`src/rtl/pipe_ctrl_pkg.sv`:
```
// rtl/pipe_ctrl_pkg.sv - shared types and helpers for the pipeline hazard controller
package pipe_ctrl_pkg;

  typedef enum logic {RUN = 1'b0, MUL_BUSY = 1'b1} hz_state_t;

  // XZR reads as zero, so a write to it can never feed a later read
  localparam logic [4:0] XZR = 5'd31;

  // Pipeline-register controls driven every cycle
  typedef struct packed {
    logic pc_en;
    logic ifid_en;
    logic ifid_flush;
    logic idex_en;
    logic idex_bubble;
    logic exmem_bubble;
    logic mul_busy;
  } pipe_ctl_t;

  localparam pipe_ctl_t CTL_RUN = '{
    pc_en: 1'b1, ifid_en: 1'b1, ifid_flush: 1'b0, idex_en: 1'b1,
    idex_bubble: 1'b0, exmem_bubble: 1'b0, mul_busy: 1'b0
  };

  // A load in EX whose destination is read by the instruction in ID
  function automatic logic load_use(
    input logic       ex_load,
    input logic [4:0] ex_rd,
    input logic       uses_rn,
    input logic [4:0] rn,
    input logic       uses_rm,
    input logic [4:0] rm
  );
    return ex_load && (ex_rd != XZR) &&
           ((uses_rn && (rn == ex_rd)) || (uses_rm && (rm == ex_rd)));
  endfunction

endpackage

```
`src/rtl/pipe_down_counter.sv`:
```
// rtl/pipe_down_counter.sv - loadable down counter with zero flag
module pipe_down_counter #(
  parameter int W = 2
) (
  input  logic         clk,
  input  logic         reset,
  input  logic         load,
  input  logic [W-1:0] load_val,
  input  logic         dec,
  output logic         zero
);

  logic [W-1:0] cnt;

  // Load has priority over decrement; reset clears to zero
  always_ff @(posedge clk) begin
    if (reset) begin
      cnt <= '0;
    end else if (load) begin
      cnt <= load_val;
    end else if (dec && (cnt != '0)) begin
      cnt <= cnt - 1'b1;
    end
  end

  assign zero = (cnt == '0);

endmodule

```
`src/rtl/pipe_hazard_ctrl.sv`:
```
// rtl/pipe_hazard_ctrl.sv - load-use / branch / multiply hazard controller; optional PIPE_PERF_CNT_EN counters
module pipe_hazard_ctrl
  import pipe_ctrl_pkg::*;
#(
  parameter int MUL_LAT = 4,
  parameter int CNT_W   = 32
) (
  input  logic       clk,
  input  logic       reset,
  input  logic [4:0] ID_Rn,
  input  logic [4:0] ID_Rm,
  input  logic       ID_usesRn,
  input  logic       ID_usesRm,
  input  logic       ID_BrTaken,
  input  logic [4:0] EX_Rd,
  input  logic       EX_read_enable,
  input  logic       EX_mul,
  output logic       pc_en,
  output logic       ifid_en,
  output logic       ifid_flush,
  output logic       idex_en,
  output logic       idex_bubble,
  output logic       exmem_bubble,
  output logic       mul_busy,
  output logic       mul_done
`ifdef PIPE_PERF_CNT_EN
  ,
  output logic [CNT_W-1:0] stall_cycles,
  output logic [CNT_W-1:0] flush_count
`endif
);

  localparam int CW = (MUL_LAT > 2) ? $clog2(MUL_LAT) : 1;
  // The EX_mul cycle and the cnt==0 cycle bracket the count, hence MUL_LAT-2
  localparam logic [CW-1:0] CNT_INIT = CW'(MUL_LAT - 2);

  hz_state_t state, state_nxt;
  pipe_ctl_t ctl;
  logic      lu;
  logic      cnt_load;
  logic      cnt_dec;
  logic      cnt_zero;

  assign lu = load_use(EX_read_enable, EX_Rd, ID_usesRn, ID_Rn, ID_usesRm, ID_Rm);

  pipe_down_counter #(.W(CW)) u_cnt (
    .clk      (clk),
    .reset    (reset),
    .load     (cnt_load),
    .load_val (CNT_INIT),
    .dec      (cnt_dec),
    .zero     (cnt_zero)
  );

  // State register
  always_ff @(posedge clk) begin
    if (reset) begin
      state <= RUN;
    end else begin
      state <= state_nxt;
    end
  end

  // Next state and controls: reset > multiply freeze > load-use > taken branch
  always_comb begin
    ctl       = CTL_RUN;
    state_nxt = state;
    cnt_load  = 1'b0;
    cnt_dec   = 1'b0;
    mul_done  = 1'b0;
    if (reset) begin
      state_nxt = RUN;
    end else begin
      case (state)
        RUN: begin
          if (EX_mul) begin
            ctl.pc_en        = 1'b0;
            ctl.ifid_en      = 1'b0;
            ctl.idex_en      = 1'b0;
            ctl.exmem_bubble = 1'b1;
            cnt_load         = 1'b1;
            state_nxt        = MUL_BUSY;
          end else if (lu) begin
            ctl.pc_en       = 1'b0;
            ctl.ifid_en     = 1'b0;
            ctl.idex_bubble = 1'b1;
          end else if (ID_BrTaken) begin
            ctl.ifid_flush = 1'b1;
          end
        end
        MUL_BUSY: begin
          ctl.pc_en        = 1'b0;
          ctl.ifid_en      = 1'b0;
          ctl.idex_en      = 1'b0;
          ctl.mul_busy     = 1'b1;
          ctl.exmem_bubble = 1'b1;
          if (cnt_zero) begin
            // Last multiply cycle: let the result advance into MEM
            ctl.exmem_bubble = 1'b0;
            mul_done         = 1'b1;
            state_nxt        = RUN;
          end else begin
            cnt_dec = 1'b1;
          end
        end
        default: state_nxt = RUN;
      endcase
    end
  end

  assign pc_en        = ctl.pc_en;
  assign ifid_en      = ctl.ifid_en;
  assign ifid_flush   = ctl.ifid_flush;
  assign idex_en      = ctl.idex_en;
  assign idex_bubble  = ctl.idex_bubble;
  assign exmem_bubble = ctl.exmem_bubble;
  assign mul_busy     = ctl.mul_busy;

`ifdef PIPE_PERF_CNT_EN
  // Stall and flush event counters, wrapping naturally
  always_ff @(posedge clk) begin
    if (reset) begin
      stall_cycles <= '0;
      flush_count  <= '0;
    end else begin
      if (!ctl.pc_en) begin
        stall_cycles <= stall_cycles + 1'b1;
      end
      if (ctl.ifid_flush) begin
        flush_count <= flush_count + 1'b1;
      end
    end
  end
`endif

endmodule
```
`config.mk`:
```
export PLATFORM = sky130hd
export DESIGN_NAME = pipe_hazard_ctrl
export DESIGN_NICKNAME = d
export VERILOG_FILES = /design/src/rtl/pipe_ctrl_pkg.sv /design/src/rtl/pipe_down_counter.sv /design/src/rtl/pipe_hazard_ctrl.sv
export SDC_FILE = /design/constraint.sdc
export NUM_CORES = 1
export LEC_CHECK = 0
export ABC_AREA = 1
export BUFFER_PORTS_ARGS = -buffer_cell sky130_fd_sc_hd__clkbuf_2
export CAP_MARGIN = 20
export CELL_PAD_IN_SITES_DETAIL_PLACEMENT = 1
export CELL_PAD_IN_SITES_GLOBAL_PLACEMENT = 1
export CORE_ASPECT_RATIO = 1.1
export CORE_UTILIZATION = 26
export CTS_CLUSTER_SIZE = 16
export DETAILED_ROUTE_END_ITERATION = 12
export PLACE_DENSITY_LB_ADDON = 0.1
export SYNTH_ARGS = -nofsm -noshare
export SYNTH_HDL_FRONTEND = slang
export SYNTH_HIERARCHICAL = 1
export SYNTH_SLANG_ARGS = --single-unit
export TNS_END_PERCENT = 100
```
`constraint.sdc`:
```
create_clock -name clk -period 2.6 [get_ports clk]
set_clock_uncertainty 0.1 [all_clocks]
set_input_delay 0.52 -clock clk [delete_from_list [all_inputs] [get_ports clk]]
set_output_delay 0.52 -clock clk [all_outputs]
set_load 0.005 [all_outputs]
```
==> flow_metrics.tcl <==
set metrics [dict create \
    seq_area_frac_synth_pct 12.5 \
    cts-buffers-inserted 3 \
    die_h_um 47.1 \
    p_switching_w 0.0000799 \
    grt_max_degree 8 \
    antenna_found_initial 0 \
    placedInstanceArea_um2 641 \
    fin_tns_setup_ns 0 \
    critical_path.endpoint_type "primary output" \
    post-route-min-period_ns 1.96 \
    grt_pass1_vias 619 \
    detailed_place_hpwl_um 1160 \
    rows 15 \
    synthFlopType "dfxtp_1" \
    dr.pass1.iters 4 \
    cts_root_buffer "clkbuf_4" \
    clk_pin_slew_ns 0.04 \
    synth_edf_count 0 \
    finalSetupViolations 0 \
    synth_most_common_cell "nand2_1" \
    ys_ff_latch 3 \
    power_frac_clock_pct 37.2 \
    initial_core_util_pct 29.2 \
    drc_errors 0 \
    fin_nets 160 \
    synth_top_area_cell "nand2_1" \
    power_density_nw_per_um2 340 \
    critPathSlowestCell "clkbuf_2" \
    fmax_ghz 0.511 \
    hold_viol 0 \
    cp_cell_sequence "clkbuf_2 -> inv_2 -> nand2_1 -> nand2_1 -> nor2_1 -> nand3_1 -> nand2_2 -> nand2_2 -> nand2_1 -> nand2_1 -> clkbuf_2" \
    maxSlewViolCount 0 \
    final_area_um2 667 \
    cts.repair_timing.setup_buffer_count 0 \
    drt-initial-drc-count 3 \
    critPathBufInv 3 \
    wirelength_um 1350 \
    combPwrFrac_pct 39.2 \
    avgSynthCellArea_um2 4.63 \
    synth.top_cell.area_share_pct 32.7 \
    diodes 0 \
    dr_total_vias 665 \
    synth_common_cells "nand2_1, inv_1, nor2_1" \
    die_area_um2 2030 \
    syn2layout_area_growth_pct 38.4 \
    antenna_left 0 \
    peakVddDrop_mv 0.187 \
    grt-ovfl-total 0 \
    max_stage_delay_ns 0.12 \
    ctsResizeCount 0 \
    hold_path_class "reg2reg" \
    holdWs_ns 0.417 \
    die_x_um 43.0 \
    internal_power_w 0.000147 \
    required_ns 1.98 \
    place.gp.congestion 0.735 \
    hold_buffers 0 \
    viasPerCell 4.35 \
    wl_per_cell_um 8.81 \
    synth_warnings 6 \
    worstSetupStartpointType "primary input" \
    netlist_area_um2 482 \
    cp_max_fo 4 \
    fillers 271 \
    seq_power_share_pct 23.7 \
    numPortBuffers 29 \
    core_area_um2 1650 \
    syn-num-nets 127 \
    p_leak_nw 0.446 \
    cts.path.max_buffers 2 \
    fin_crit_sh_pct 75.3 \
    clock-sinks 3 \
    synth_area_leaders "nand2_1, inv_1, dfxtp_1" \
    syn_inst 104 \
    crit_family "simple AND/OR/NAND/NOR gates" \
    critical_path_class "in2out" \
    yosysUniqueCellTypes 16 \
    status "completed" \
    track_usage_pct 14.6 \
    htreeDepth 1 \
    cts_tree "built" \
    p_sw_share_pct 35.3 \
    grt_pass1_wl_um 2190 \
    power_w 0.000226 \
    layout-drive-gt1-share_pct 30.9 \
    cp.arrival_ns 1.34 \
    ioPinCount 30 \
    clkLatencyLatePin_ns 0.23 \
    cp_common_cell "nand2_1" \
    async_flop_share_pct 0 \
    drv_cap 0 \
    rsz0062_at_grt "false" \
]
==> worst reg2reg max path: cells and delay by family (launching register included) <==
family | cells | cell delay, ns
flops | 1 | 0.41
buf+inv | 3 | 0.19
simple gates | 6 | 0.58
==> power groups by stage <==
stage	combinational (W)	clock (W)	sequential, W
after CTS	0.0000905	0.0000898	0.0000537
final	0.0000887	0.0000842	0.0000536
after global routing	0.000103	0.0000933	0.0000541
after global placement	0.0000861	0	0.0000544
after floorplan	0.0000532	0	0.0000537
after detailed placement	0.0000893	0	0.0000544
==> flip-flops by register name (all words and copies together) (netlist names) <==
| signal | cells |
|---|---|
| state | 1 |
| u_cnt/cnt | 2 |
==> cells in the final DEF, fill, tap and decap left out <==
cell type   n
nor2_2      2
ha_1        1
o22ai_1     2
clkbuf_2   29
nor2_1     16
inv_2       6
inv_1      18
nand4_1     1
clkbuf_1    1
o21ai_0     2
nand2_1    42
clkbuf_4    3
nand2_2     2
conb_1      2
nand3_1     4
o21a_1      1
a21oi_1     1
dfxtp_1     3
==> cell type report <==
| class | instances | area, um^2 | share of cell area [%] |
|---|---|---|---|
| sequential | 3 | 60.1 | 9.01 |
| tap | 17 | 21.3 | 3.19 |
| timing repair buffer | 29 | 145 | 21.8 |
| clock buffer | 4 | 26.3 | 3.94 |
| multi-input combinational | 76 | 324 | 48.6 |
| inverter | 24 | 90.1 | 13.5 |
==> path summary, 6_finish.rpt <==
check	start	end	slack (ns)	depth (start not counted)
setup / recovery	EX_Rd[3]	pc_en	0.64	11
hold / removal	u_cnt/cnt[0]	u_cnt/cnt[0]	0.42	2
setup reg to reg	state	u_cnt/cnt[1]	1.20	9
hold reg to reg	u_cnt/cnt[0]	u_cnt/cnt[0]	0.42	2
==> per-stage QoR <==
step	util, %	setup WS, ns	instances
floorplan	-	0.816	104
global placement	38.8	0.643	149
detailed placement	38.8	0.623	149
CTS	40.4	0.622	153
global route	40.4	0.473	153
finish	40.4	0.641	153
==> layer usage <==
metal,up-vias,track usage (%),wire length (um),part of all wire [%]
met5,-,0,0,0
met4,0,9.09,0,0
met3,0,2.31,61,4.5
met2,17,30.0,756,56
met1,285,13.8,529,39
li1,363,-,-,-
==> cells by family after synthesis <==
logic type | Yosys count | share of synthesized area, %
buffers and inverters | 25 | 20.3
DFF | 3 | 12.5
other | 2 | 1.56
adders and majority gates | 1 | 2.60
AOI/OAI and AO/OA | 6 | 7.27
and+or+nand+nor | 67 | 55.8
Note: power is estimated with default switching activity, not from simulation.
